### src/rtl/bin2bcd_target_seq.sv
// Sequential binary-to-BCD converter (double dabble, one bit per clock)
// with a registered tolerance compare against a target value. Feeds the
// three-digit seven-segment decoder's Data_in and target_reached inputs.
module bin2bcd_target_seq #(
  parameter int unsigned BIN_W = 10,
  parameter int unsigned TOL   = 0
) (
  input  logic             clk,
  input  logic             reset,
  input  logic             valid_in,
  input  logic [BIN_W-1:0] bin_in,
  input  logic [BIN_W-1:0] target_in,
  output logic             busy,
  output logic             done,
  output logic [11:0]      bcd_out,
  output logic             target_reached,
  output logic             overflow
);

  typedef enum logic [1:0] {
    IDLE  = 2'd0,
    SHIFT = 2'd1,
    LOAD  = 2'd2
  } state_t;

  state_t           state, state_nxt;
  logic [BIN_W-1:0] shreg;
  logic [BIN_W-1:0] bin_lat;
  logic [BIN_W-1:0] tgt_lat;
  logic [19:0]      scratch;
  logic [19:0]      scratch_adj;
  logic [4:0]       cnt;
  logic [BIN_W:0]   diff;
  logic             in_tol;
  logic             too_big;

  // State register
  always_ff @(posedge clk or posedge reset) begin
    if (reset) state <= IDLE;
    else       state <= state_nxt;
  end

  // Next-state logic
  always_comb begin
    state_nxt = state;
    case (state)
      IDLE:    if (valid_in) state_nxt = SHIFT;
      SHIFT:   if (cnt == 5'd1) state_nxt = LOAD;
      LOAD:    state_nxt = IDLE;
      default: state_nxt = IDLE;
    endcase
  end

  // Add-3 correction on every BCD scratch digit that is 5 or more
  always_comb begin
    scratch_adj = scratch;
    for (int unsigned d = 0; d < 5; d++) begin
      if (scratch[4*d +: 4] >= 4'd5)
        scratch_adj[4*d +: 4] = scratch[4*d +: 4] + 4'd3;
    end
  end

  // Unsigned magnitude of bin - target on BIN_W+1 bits, compared to TOL
  always_comb begin
    if (bin_lat >= tgt_lat) diff = {1'b0, bin_lat} - {1'b0, tgt_lat};
    else                    diff = {1'b0, tgt_lat} - {1'b0, bin_lat};
    in_tol  = (32'(diff) <= TOL);
    too_big = (32'(bin_lat) > 32'd999);
  end

  assign busy = (state != IDLE);

  // Operand latch, shift datapath and registered results
  always_ff @(posedge clk or posedge reset) begin
    if (reset) begin
      shreg          <= '0;
      bin_lat        <= '0;
      tgt_lat        <= '0;
      scratch        <= '0;
      cnt            <= '0;
      done           <= 1'b0;
      bcd_out        <= '0;
      target_reached <= 1'b0;
      overflow       <= 1'b0;
    end else begin
      done <= 1'b0;
      case (state)
        IDLE: begin
          if (valid_in) begin
            shreg   <= bin_in;
            bin_lat <= bin_in;
            tgt_lat <= target_in;
            scratch <= '0;
            cnt     <= 5'(BIN_W);
          end
        end
        SHIFT: begin
          {scratch, shreg} <= {scratch_adj, shreg} << 1;
          cnt              <= cnt - 5'd1;
        end
        LOAD: begin
          if (too_big) begin
            bcd_out  <= 12'hEEE;
            overflow <= 1'b1;
          end else begin
            bcd_out  <= scratch[11:0];
            overflow <= 1'b0;
          end
          target_reached <= in_tol;
          done           <= 1'b1;
        end
        default: ;
      endcase
    end
  end

endmodule

### config.mk
export PLATFORM = sky130hd
export DESIGN_NAME = bin2bcd_target_seq
export DESIGN_NICKNAME = d
export VERILOG_FILES = /design/src/rtl/bin2bcd_target_seq.sv
export SDC_FILE = /design/constraint.sdc
export NUM_CORES = 1
export LEC_CHECK = 0
export ABC_AREA = 1
export BUFFER_PORTS_ARGS = -buffer_cell sky130_fd_sc_hd__buf_2
export CAP_MARGIN = 20
export CORE_ASPECT_RATIO = 0.5
export CORE_MARGIN = 10
export CORE_UTILIZATION = 35
export CTS_CLUSTER_SIZE = 16
export DETAILED_ROUTE_END_ITERATION = 8
export PLACE_DENSITY_LB_ADDON = 0.2
export SYNTH_ARGS = -nofsm -noshare
export SYNTH_HDL_FRONTEND = slang
export SYNTH_SLANG_ARGS = --single-unit
### constraint.sdc
create_clock -name clk -period 4.5 [get_ports clk]
set_input_delay 0.9 -clock clk [delete_from_list [all_inputs] [get_ports clk]]
set_output_delay 0.9 -clock clk [all_outputs]
set_load 0.005 [all_outputs]
==> reports/qor.yml, run 1 <==
slew_headroom_pct: 41.09
io_buffers: 38
fmax_mhz: 485.5
hold_ws_ns: 0.4707
synth_edf_count: 0
grt_max_degree: 43
status: "completed"
maxCapViolCount: 0
cts_tree: "done"
grt-ovfl-total: 0
die_h_um: 94.30
p_clk_share_pct: 16.3
netlist_area_um2: 3864
drive_above_1_share_pct: 12.28
timing.rr.end: "target_reached$_DFFE_PP0P_"
p_seq_share_pct: 25.0
clk_path_buf_depth: 2
synthFlopType: "dfrtp_1"
vias_per_cell: 4.717
dr.pass1.iters: 5
final_hold_viol_count: 0
p_sw_w: 0.001851
synth_nets: 581
r2r_setup_slack_ns: 2.44
antenna_cells: 0
ys.warnings.count: 0
rsz0062_at_grt: "no"
cp_max_fo: 7
finClkSkew_ns: 0.005438
comb_power_share_pct: 58.7
criticalPathCategory: "register to register"
p_leak_nw: 2.374
synth_cell_type_count: 29
insertion_delay_ns: 0.33
crit_top_cell: "nand2_1"
htreeDepth: 3
cts_setup_buffers: 0
track_usage_pct: 12.20
placementRows: 26
cp-endpoint: "target_reached$_DFFE_PP0P_"
drtIter0Drc: 151
die_x_um: 168.6
wl_per_cell_um: 12.96
holdCritPathClass: "register to register"
required_ns: 4.76
multi_input_area_um2: 1882
crit_path_top_delay_cell: "a21oi_1"
arrival_ns: 2.32
start_util_pct: 36.88
layout_min_cycle_time_ns: 2.060
die-area_um2: 15900
pwr_density_cell_nw_per_um2: 855.5
synth-async-reset-ratio_pct: 100.0
ios: 39
crit_chain: "inv_1 -> ha_1 -> a21oi_1 -> nand3_1 -> nand2_1 -> nand2_1 -> inv_1 -> nand2_1 -> nor2_1 -> nand3_1 -> nand2_1 -> nand2_1 -> nand2_1"
seq_area_um2: 1602
wirelength_um: 9303
drc: 0
core_um2: 10480
period_share_pct: 45.77
nets: 624
finalSetupViolations: 0
final_max_slew_viol_count: 0
slowest_delay_ns: 0.43
antenna_left: 0
postCtsResizedCells: 0
cts_made_buffers: 9
synth_seq_cells: 64
grt_pass1_vias: 3366
layout_setup_ws_ns: 2.440
r2r_cells: 13
synth_seq_area_share_pct: 41.45
syn2layout_area_growth_pct: 16.03
peakVddDrop_mv: 0.2282
cts_hold_buf: 0
startpoint: "bin_lat[5]$_DFFE_PP0P_"
switching_share_pct: 48.28
finalWeightedCongestion: 0.8402
worst_pin_slew_ns: 0.8824
clock_sinks: 64
r2r_start: "bin_lat[5]$_DFFE_PP0P_"
layout.cells.non_filler: 718
syn_inst: 530
clockRootBuffer: "clkbuf_16"
fin_setup_tns_ns: 0
critPathCaptureType: "register"
grt_pass1_wl_um: 16010
clk_pin_slew_ns: 0.05
dp_hpwl_um: 7165
crit_path_start_kind: "register"
vias: 3387
post-place-ws_ns: 2.342
internal_power_w: 0.001984
antenna_found_initial: 0
fillers: 1100
avgSynthCellArea_um2: 7.290
dpl.cell_count: 702
routing by layer:
metal	global-route usage, %	part of all wire, %	vias up
li1	-	-	1759
met1	15.21	49	1579
met2	20.33	46	43
met3	2.966	3.4	6
met4	4.107	0.84	0
met5	0	0	-
sequential cells by signal, summed over array words and instances, names as in the netlist:
name / count
bin_lat: 10
tgt_lat: 10
state: 2
target_reached: 1
shreg: 10
cnt: 5
scratch: 12
bcd_out: 12
done: 1
overflow: 1
cell families after synthesis:
logic type,share of synthesized area [%]
compound gates,10.82
xor+xnor,0.4535
fa+ha+maj,9.067
buf+inv,9.844
flops,41.45
simple gates,28.37
worst max-delay path, delay by kind of cell (launching register included):
family | cells | cell delay (ns)
AND/OR/NAND/NOR | 9 | 0.67
adder cells (fa/ha/maj) | 1 | 0.40
flip-flops | 1 | 0.36
buffers and inverters | 2 | 0.11
AO/OA/AOI/OAI | 1 | 0.43
per-stage QoR:
stage          utilization (%)  total power (W)  instance area [um2]
3_5_place_dp             40.25         0.003216                 4217
5_1_grt                  42.80         0.004287                 4483
3_3_place_gp             40.25         0.003183                 4217
4_1_cts                  42.80         0.003861                 4483
6_report                 42.80         0.003835                 4483
2_1_floorplan                -         0.002678                 3864
cell type report:
cell class / count / share of cell area (%)
Clock buffer: 12 / 5.498
Tap cell: 140 / 3.907
Sequential cell: 64 / 35.72
Clock inverter: 4 / 0.4466
Timing Repair Buffer: 42 / 4.912
Inverter: 90 / 7.536
Multi-Input combinational cell: 366 / 41.98
power groups by stage:
stage / Clock [W] / Sequential (W) / Combinational (W)
5_1_grt: 0.000666 / 0.000995 / 0.00263
3_5_place_dp: 0 / 0.000965 / 0.00225
2_1_floorplan: 0 / 0.000941 / 0.00174
3_3_place_gp: 0 / 0.000963 / 0.00222
6_report: 0.000625 / 0.000958 / 0.00225
4_1_cts: 0.000644 / 0.000960 / 0.00226
placed cells by master, fill, tap and decap left out, types with 4 or more instances in the layout:
cell type	count
nand4_1	6
o21ai_0	40
dfrtp_1	64
nand2_1	155
clkinv_2	4
ha_1	28
buf_2	38
clkbuf_16	9
nand3_1	42
o22ai_1	6
buf_4	4
inv_1	86
nand2_2	7
a21oi_1	24
nor2_1	38
worst min-delay path by stage:
stage | cells after the start | slack (ns) | end | startpoint
after floorplan | 2 | 0.44 | shreg[0]$_DFFE_PP0P_ | shreg[0]$_DFFE_PP0P_
after global placement | 2 | 0.46 | target_reached$_DFFE_PP0P_ | target_reached$_DFFE_PP0P_
after detailed placement | 2 | 0.46 | target_reached$_DFFE_PP0P_ | target_reached$_DFFE_PP0P_
after CTS | 2 | 0.48 | target_reached$_DFFE_PP0P_ | target_reached$_DFFE_PP0P_
after global routing | 2 | 0.51 | shreg[5]$_DFFE_PP0P_ | shreg[5]$_DFFE_PP0P_
final | 2 | 0.47 | target_reached$_DFFE_PP0P_ | target_reached$_DFFE_PP0P_
cells in the mapped netlist (2+ instances only):
master | number | area (um2)
nand3_1 | 42 | 210.2
clkbuf_1 | 4 | 15.01
o32ai_1 | 2 | 17.52
xor2_1 | 2 | 17.52
nand2_1 | 155 | 581.8
nor2_4 | 2 | 22.52
a21oi_1 | 24 | 120.1
buf_2 | 4 | 20.02
buf_1 | 2 | 7.510
a31oi_1 | 2 | 12.51
ha_1 | 28 | 350.3
o211ai_1 | 2 | 15.01
nand3_2 | 2 | 20.02
clkinv_1 | 2 | 7.510
inv_1 | 87 | 326.6
o22ai_1 | 6 | 37.54
nand4_1 | 6 | 37.54
o21ai_0 | 40 | 200.2
nor2_2 | 2 | 12.51
nand2_2 | 7 | 43.79
dfrtp_1 | 64 | 1602
nor2_1 | 38 | 142.6
Power figures use the tool's default switching activity.
==> run 2, diff against run 1 <==
- ABC_AREA: 1 -> 0
- clock period: 4.5 -> 2.1 ns (I/O delays scaled with it)
==> run 2 against run 1 <==
Effect of this change: the flow now finishes with violations (setup timing); synthesized cell count down 26%; critical path depth down 5; register-to-register slack worse by 2.6 ns; count of clock-buffer cells in the layout down 1; first-iteration DRC count down 11%; sequential share of layout area down 0.50 points.
==> reports/qor.yml, run 2 <==
clk_path_buf_depth: 2  # unchanged
status: "complete, but fails checks"
dr.pass1.iters: 4  # -1
p_seq_share_pct: 25.9  # +0.9 points
arrival_ns: 2.50  # +0.18 ns
fmax_mhz: 445.8  # -8.2%
htreeDepth: 3  # unchanged
holdCritPathClass: "input port to async pin"
nets: 520  # -17%
rsz0062_at_grt: "yes"
cts_tree: "done"
finClkSkew_ns: 0.006448  # +0.001010 ns
die_h_um: 90.97  # -3.5%
critPathCaptureType: "register"
criticalPathCategory: "register to register"
p_leak_nw: 2.129  # -10%
violations: "setup timing"
grt-ovfl-total: 0  # unchanged
clock_sinks: 64  # unchanged
cp_max_fo: 6  # -1
crit_path_start_kind: "register"
placementRows: 25  # -3.8%
final_util_pct: 47.19  # +4.4 points
synth_area_leaders: "dfrtp_1, ha_1, o21ai_0"
cts_made_buffers: 9  # unchanged
period_share_pct: 106.8  # +61 points
synth_nets: 441  # -24%
finalWeightedCongestion: 0.8249  # -1.8%
syn_inst: 390  # -26%
ys_top_cells_by_count: "dfrtp_1, nand2_1, o21ai_0, inv_1, ha_1"
maxCapViolCount: 0  # unchanged
p_sw_w: 0.003346  # +81%
wl_per_cell_um: 14.15  # +9.2%
drc: 0  # unchanged
die-area_um2: 14730  # -7.3%
peakVddDrop_mv: 0.6081  # +170%
pwr_density_cell_nw_per_um2: 1831  # +110%
synth_seq_area_share_pct: 45.42  # +4.0 points
netlist.area_leader.share_pct: 45.42  # +4.0 points
grt_pass1_wl_um: 14700  # -8.2%
synth_edf_count: 0  # unchanged
synthFlopType: "dfrtp_1"
start_util_pct: 36.60  # -0.29 points
switching_share_pct: 40.19  # -8.1 points
final_hold_viol_count: 0  # unchanged
netlist.top_cell.by_area: "dfrtp_1"
io_buffers: 38  # unchanged
final_common_cell: "dfrtp_1"
drive_above_1_share_pct: 24.89  # +13 points
netlist_area_um2: 3526  # -8.7%
synth_cell_type_count: 51  # +76%
layout_setup_ws_ns: -0.1431  # -2.583 ns
grt_max_degree: 65  # +51%
core_um2: 9634  # -8.0%
p_total_w: 0.008325  # +120%
antenna_left: 0  # unchanged
track_usage_pct: 12.12  # -0.085 points
r2r_setup_slack_ns: -0.14  # -2.58 ns
layout_min_cycle_time_ns: 2.243  # +0.1835 ns
vias: 2938  # -13%
largestRegisters: "bcd_out (12), scratch (12)"
multi_input_area_um2: 1793  # -4.7%
drtIter0Drc: 135  # -11%
avgSynthCellArea_um2: 9.041  # +24%
clockRootBuffer: "clkbuf_16"
synth.most_common_cell: "dfrtp_1"
mostFrequentLayoutCells: "dfrtp_1, nand2_1, o21ai_0, buf_4, buf_2"
wirelength_um: 8618  # -7.4%
finalSetupViolations: 1  # +1
insertion_delay_ns: 0.32  # about the same
worst_pin_slew_ns: 0.7699  # -0.1125 ns
ys.warnings.count: 0  # unchanged
antenna_found_initial: 0  # unchanged
fillers: 962  # -13%
synth-async-reset-ratio_pct: 100.0  # unchanged
hold_ws_ns: 0.1596  # -0.3111 ns
vias_per_cell: 4.824  # +2.3%
required_ns: 2.36  # -2.40 ns
grt_pass1_vias: 2989  # -11%
synth_seq_cells: 64  # unchanged
comb_power_share_pct: 56.1  # -2.6 points
seq_area_um2: 1602  # unchanged
internal_power_w: 0.004979  # +150%
slew_headroom_pct: 48.67  # +7.6 points
dp_hpwl_um: 6177  # -14%
ios: 39  # unchanged
p_clk_share_pct: 18.1  # +1.8 points
die_x_um: 161.9  # -3.9%
syn2layout_area_growth_pct: 28.96
final_max_slew_viol_count: 0  # unchanged
antenna_cells: 0  # unchanged
clk_pin_slew_ns: 0.05  # about the same
==> run 2: cell count changes after synthesis, sizes merged, moves of 5 or more <==
cell,before,now
o22ai,6,0
and2,0,6
nand3,44,23
nor3,1,6
clkbuf,4,11
xnor2,0,5
nor2,42,22
a21oi,24,19
nand2,162,58
nand2b,0,6
o21ai,40,49
o22a,0,7
inv,88,38
==> run 2: cell type report <==
type | count | area share (%)
Multi-Input combinational cell | 274 | 39.43
Inverter | 38 | 3.137
Clock buffer | 11 | 5.559
Clock inverter | 5 | 1.211
Sequential cell | 64 | 35.22
Timing Repair Buffer | 82 | 11.72
Tap cell | 135 | 3.715
==> run 2: logic make-up (layout without fill, tap and decap cells) <==
family	count (synthesis)	after routing	share of synthesized area, %
AO/OA/AOI/OAI	105	105	19.38
flip-flops	64	64	45.42
XOR/XNOR	7	7	1.739
adder cells (fa/ha/maj)	28	28	9.936
AND/OR/NAND/NOR	131	131	16.89
buffers and inverters	52	136	5.784
multiplexers	3	3	0.8517
==> run 2: repair_timing <==
action                                  in CTS  in global routing
endpoints found under the hold margin        0                  0
resized for setup                            5                  7
buffers inserted                             2                  2
endpoints found under the setup margin       1                  1
hold buffers                                 0                  0
pin swaps                                    5                  5
==> run 2: critical path: stages (launching register included) <==
cell and delay, ns:
dfrtp_1 0.42, ha_4 0.28, and2_4 0.16, or2_4 0.23, a211oi_4 0.35, o221a_4 0.23, mux2i_1 0.07, a2111o_1 0.38
nand3_1 0.06
==> run 2: path summary, 6_finish.rpt <==
kind | from | to | depth (start not counted)
max | tgt_lat[3]$_DFFE_PP0P_ | target_reached$_DFFE_PP0P_ | 8
min | reset | shreg[2]$_DFFE_PP0P_ | 3
max reg2reg | tgt_lat[3]$_DFFE_PP0P_ | target_reached$_DFFE_PP0P_ | 8
min reg2reg | cnt[4]$_DFFE_PP0P_ | cnt[4]$_DFFE_PP0P_ | 1
max in group asynchronous | reset | bin_lat[6]$_DFFE_PP0P_ | 3
min in group clk | target_in[6] | tgt_lat[6]$_DFFE_PP0P_ | 3
==> run 2: layer usage <==
| metal | vias up | part of all wire [%] | GRT usage [%] |
|---|---|---|---|
| met2 | 54 | 48 | 19.20 |
| li1 | 1503 | - | - |
| met1 | 1372 | 48 | 15.82 |
| met4 | 0 | 0.95 | 2.937 |
| met3 | 9 | 3.1 | 3.694 |
| met5 | - | 0 | 0 |
==> run 2: through the flow <==
stage / std cells / setup WS [ns] / area [um2] / TNS, ns
floorplan: 390 / -0.1656 / 3528 / -0.1656
global placement: 588 / -0.1813 / 4131 / -0.1813
detailed placement: 588 / -0.2001 / 4131 / -0.2001
CTS: 606 / -0.2082 / 4493 / -0.2082
global route: 609 / -0.2592 / 4547 / -0.2592
finish: 609 / -0.1431 / 4547 / -0.1431
==> run 2: power groups by stage <==
stage	Clock [W]	Combinational (W)	Sequential, W
after floorplan	0	0.00287	0.00209
after global placement	0	0.00437	0.00214
after detailed placement	0	0.00439	0.00215
final	0.00150	0.00467	0.00215
after global routing	0.00160	0.00529	0.00224
after CTS	0.00154	0.00453	0.00214
==> run 3, diff against run 2 <==
- CELL_PAD_IN_SITES_DETAIL_PLACEMENT: not set -> 1
- CELL_PAD_IN_SITES_GLOBAL_PLACEMENT: not set -> 1
==> run 3 against run 2 <==
Effect of this change: the run still ends with setup timing left; final cell count unchanged; final area about the same; clock power about the same; critical endpoint unchanged; highest routed layer unchanged.
==> reports/qor.yml, run 3 (synthesized netlist as in run 2, its figures left out) <==
drive_above_1_share_pct: 25.32  # +0.42 points
fillers: 1153  # +20%
rsz0062_at_grt: "yes"
arrival_ns: 2.54  # +0.04 ns
criticalPathCategory: "register to register"
die-area_um2: 14730  # unchanged
maxCapViolCount: 0  # unchanged
internal_power_w: 0.004958  # -0.43%
track_usage_pct: 14.49  # +2.4 points
clockRootBuffer: "clkbuf_16"
clk_pin_slew_ns: 0.06  # about the same
antenna_found_initial: 0  # unchanged
vias: 3091  # +5.2%
antenna_left: 0  # unchanged
cp_max_fo: 6  # unchanged
path_buf_inv: 2  # +2
p_sw_w: 0.003558  # +6.4%
grt-ovfl-total: 0  # unchanged
seq_area_um2: 1602  # unchanged
die_h_um: 90.97  # unchanged
insertion_delay_ns: 0.33  # about the same
cts_tree: "done"
p_total_w: 0.008516  # +2.3%
worst_pin_slew_ns: 0.8669  # +0.09698 ns
io_buffers: 38  # unchanged
wl_per_cell_um: 17.08  # +21%
vias_per_cell: 5.076  # +5.2%
clock_sinks: 64  # unchanged
slowest_delay_ns: 0.40  # -0.02 ns
layout.cells.non_filler: 609  # unchanged
p_seq_share_pct: 25.5  # -0.4 points
pwr_density_cell_nw_per_um2: 1874  # +2.4%
status: "complete, but fails checks"
dpl.cell_count: 592  # +0.68%
core_um2: 9634  # unchanged
cts_made_buffers: 9  # unchanged
required_ns: 2.36  # about the same
crit_path_start_kind: "register"
finalInstanceArea_um2: 4544  # about the same
crit_chain: "inv_2 -> ha_4 -> and2_4 -> or2_4 -> a211oi_4 -> buf_4 -> o41a_2 -> mux2i_1 -> a2111o_1 -> nand3_2"
peakVddDrop_mv: 0.5124  # -16%
layout_min_cycle_time_ns: 2.275  # +0.03183 ns
post-place-ws_ns: -0.2795  # -0.07942 ns
r2r_setup_slack_ns: -0.17  # -0.03 ns
grt_pass1_vias: 3380  # +13%
p_clk_share_pct: 17.7  # -0.4 points
nets: 520  # unchanged
drtIter0Drc: 141  # +4.4%
p_leak_nw: 2.132  # +0.18%
critical_path.top_delay_family: "compound AO/OA/AOI/OAI gates"
hold_ws_ns: 0.1487  # -0.01093 ns
final_hold_viol_count: 0  # unchanged
finalSetupViolations: 1  # unchanged
placementRows: 25  # unchanged
start_util_pct: 36.60  # unchanged
syn2layout_area_growth_pct: 28.89  # about the same
fmax_mhz: 439.6  # -1.4%
comb_power_share_pct: 56.8  # +0.7 points
finClkSkew_ns: 0.006308  # -0.0001403 ns
period_share_pct: 108.3  # +1.5 points
slew_headroom_pct: 41.82  # -6.9 points
grt_max_degree: 65  # unchanged
violations: "setup timing"
drc: 0  # unchanged
holdCritPathClass: "input port to async pin"
ios: 39  # unchanged
critPathCaptureType: "register"
antenna_cells: 0  # unchanged
multi_input_area_um2: 1799  # +0.35%
mostFrequentLayoutCells: "dfrtp_1, nand2_1, o21ai_0, buf_4, buf_2"
crit_path_top_delay_cell: "dfrtp_1"
layout_setup_ws_ns: -0.1749  # -0.03183 ns
grt_pass1_wl_um: 17380  # +18%
clk_path_buf_depth: 2  # unchanged
switching_share_pct: 41.78  # +1.6 points
htreeDepth: 3  # unchanged
largestRegisters: "bcd_out (12), scratch (12)"
dr.pass1.iters: 4  # unchanged
post_dp_cell_area_um2: 4161  # +0.73%
final_max_slew_viol_count: 0  # unchanged
dp_hpwl_um: 7729  # +25%
wirelength_um: 10400  # +21%
finalWeightedCongestion: 0.8878  # +7.6%
final_common_cell: "dfrtp_1"
die_x_um: 161.9  # unchanged
==> run 3: worst reg2reg max path: stages (launching register included) <==
cell and delay, ns:
dfrtp_1 0.40, inv_2 0.09, ha_4 0.22, and2_4 0.14, or2_4 0.23, a211oi_4 0.30
buf_4 0.19, o41a_2 0.12, mux2i_1 0.06, a2111o_1 0.40, nand3_2 0.07
==> run 3: final timing paths <==
| path | from | to | cells after the start |
|---|---|---|---|
| setup / recovery | bin_lat[3]$_DFFE_PP0P_ | target_reached$_DFFE_PP0P_ | 10 |
| hold / removal | reset | cnt[4]$_DFFE_PP0P_ | 3 |
| setup reg to reg | bin_lat[3]$_DFFE_PP0P_ | target_reached$_DFFE_PP0P_ | 10 |
| hold reg to reg | cnt[4]$_DFFE_PP0P_ | cnt[4]$_DFFE_PP0P_ | 1 |
| max in group asynchronous | reset | bcd_out[9]$_DFFE_PP0P_ | 3 |
| min in group clk | target_in[6] | tgt_lat[6]$_DFFE_PP0P_ | 3 |
==> run 3: timing repair <==
item | in CTS | in global routing
cloned | 0 | 0
resized for setup | 12 | 4
hold buffers | 0 | 0
buffers inserted | 1 | 0
pin swaps | 4 | 0
endpoints found under the setup margin | 1 | 1
==> run 3: final cells by class <==
cell class              count  area share, %
multi-input cells         274          39.59
repair buffers             82          11.73
clock inverters             5          1.239
well taps                 135          3.717
flip-flops and latches     64          35.24
clock buffers              11          5.341
inverters                  38          3.139
==> run 3: layer usage <==
metal	global-route usage, %	part of all wire, %
met5	0	0
met4	3.614	0.94
met3	3.423	1.9
met2	24.90	50
met1	17.95	47
==> run 3: metrics by stage <==
stage / TNS [ns] / util, %
after floorplan: -0.1656 / -
after global placement: -0.2000 / 43.19
after detailed placement: -0.2795 / 43.19
after CTS: -0.1607 / 46.99
after global routing: -0.2264 / 47.17
final: -0.1749 / 47.17
==> run 3: power groups by stage <==
| stage | clock network (W) | logic, W | registers [W] |
|---|---|---|---|
| final | 0.00151 | 0.00484 | 0.00217 |
| after global routing | 0.00161 | 0.00540 | 0.00225 |
| after CTS | 0.00154 | 0.00483 | 0.00218 |
| after detailed placement | 0 | 0.00459 | 0.00217 |
| after global placement | 0 | 0.00440 | 0.00213 |
| after floorplan | 0 | 0.00287 | 0.00209 |
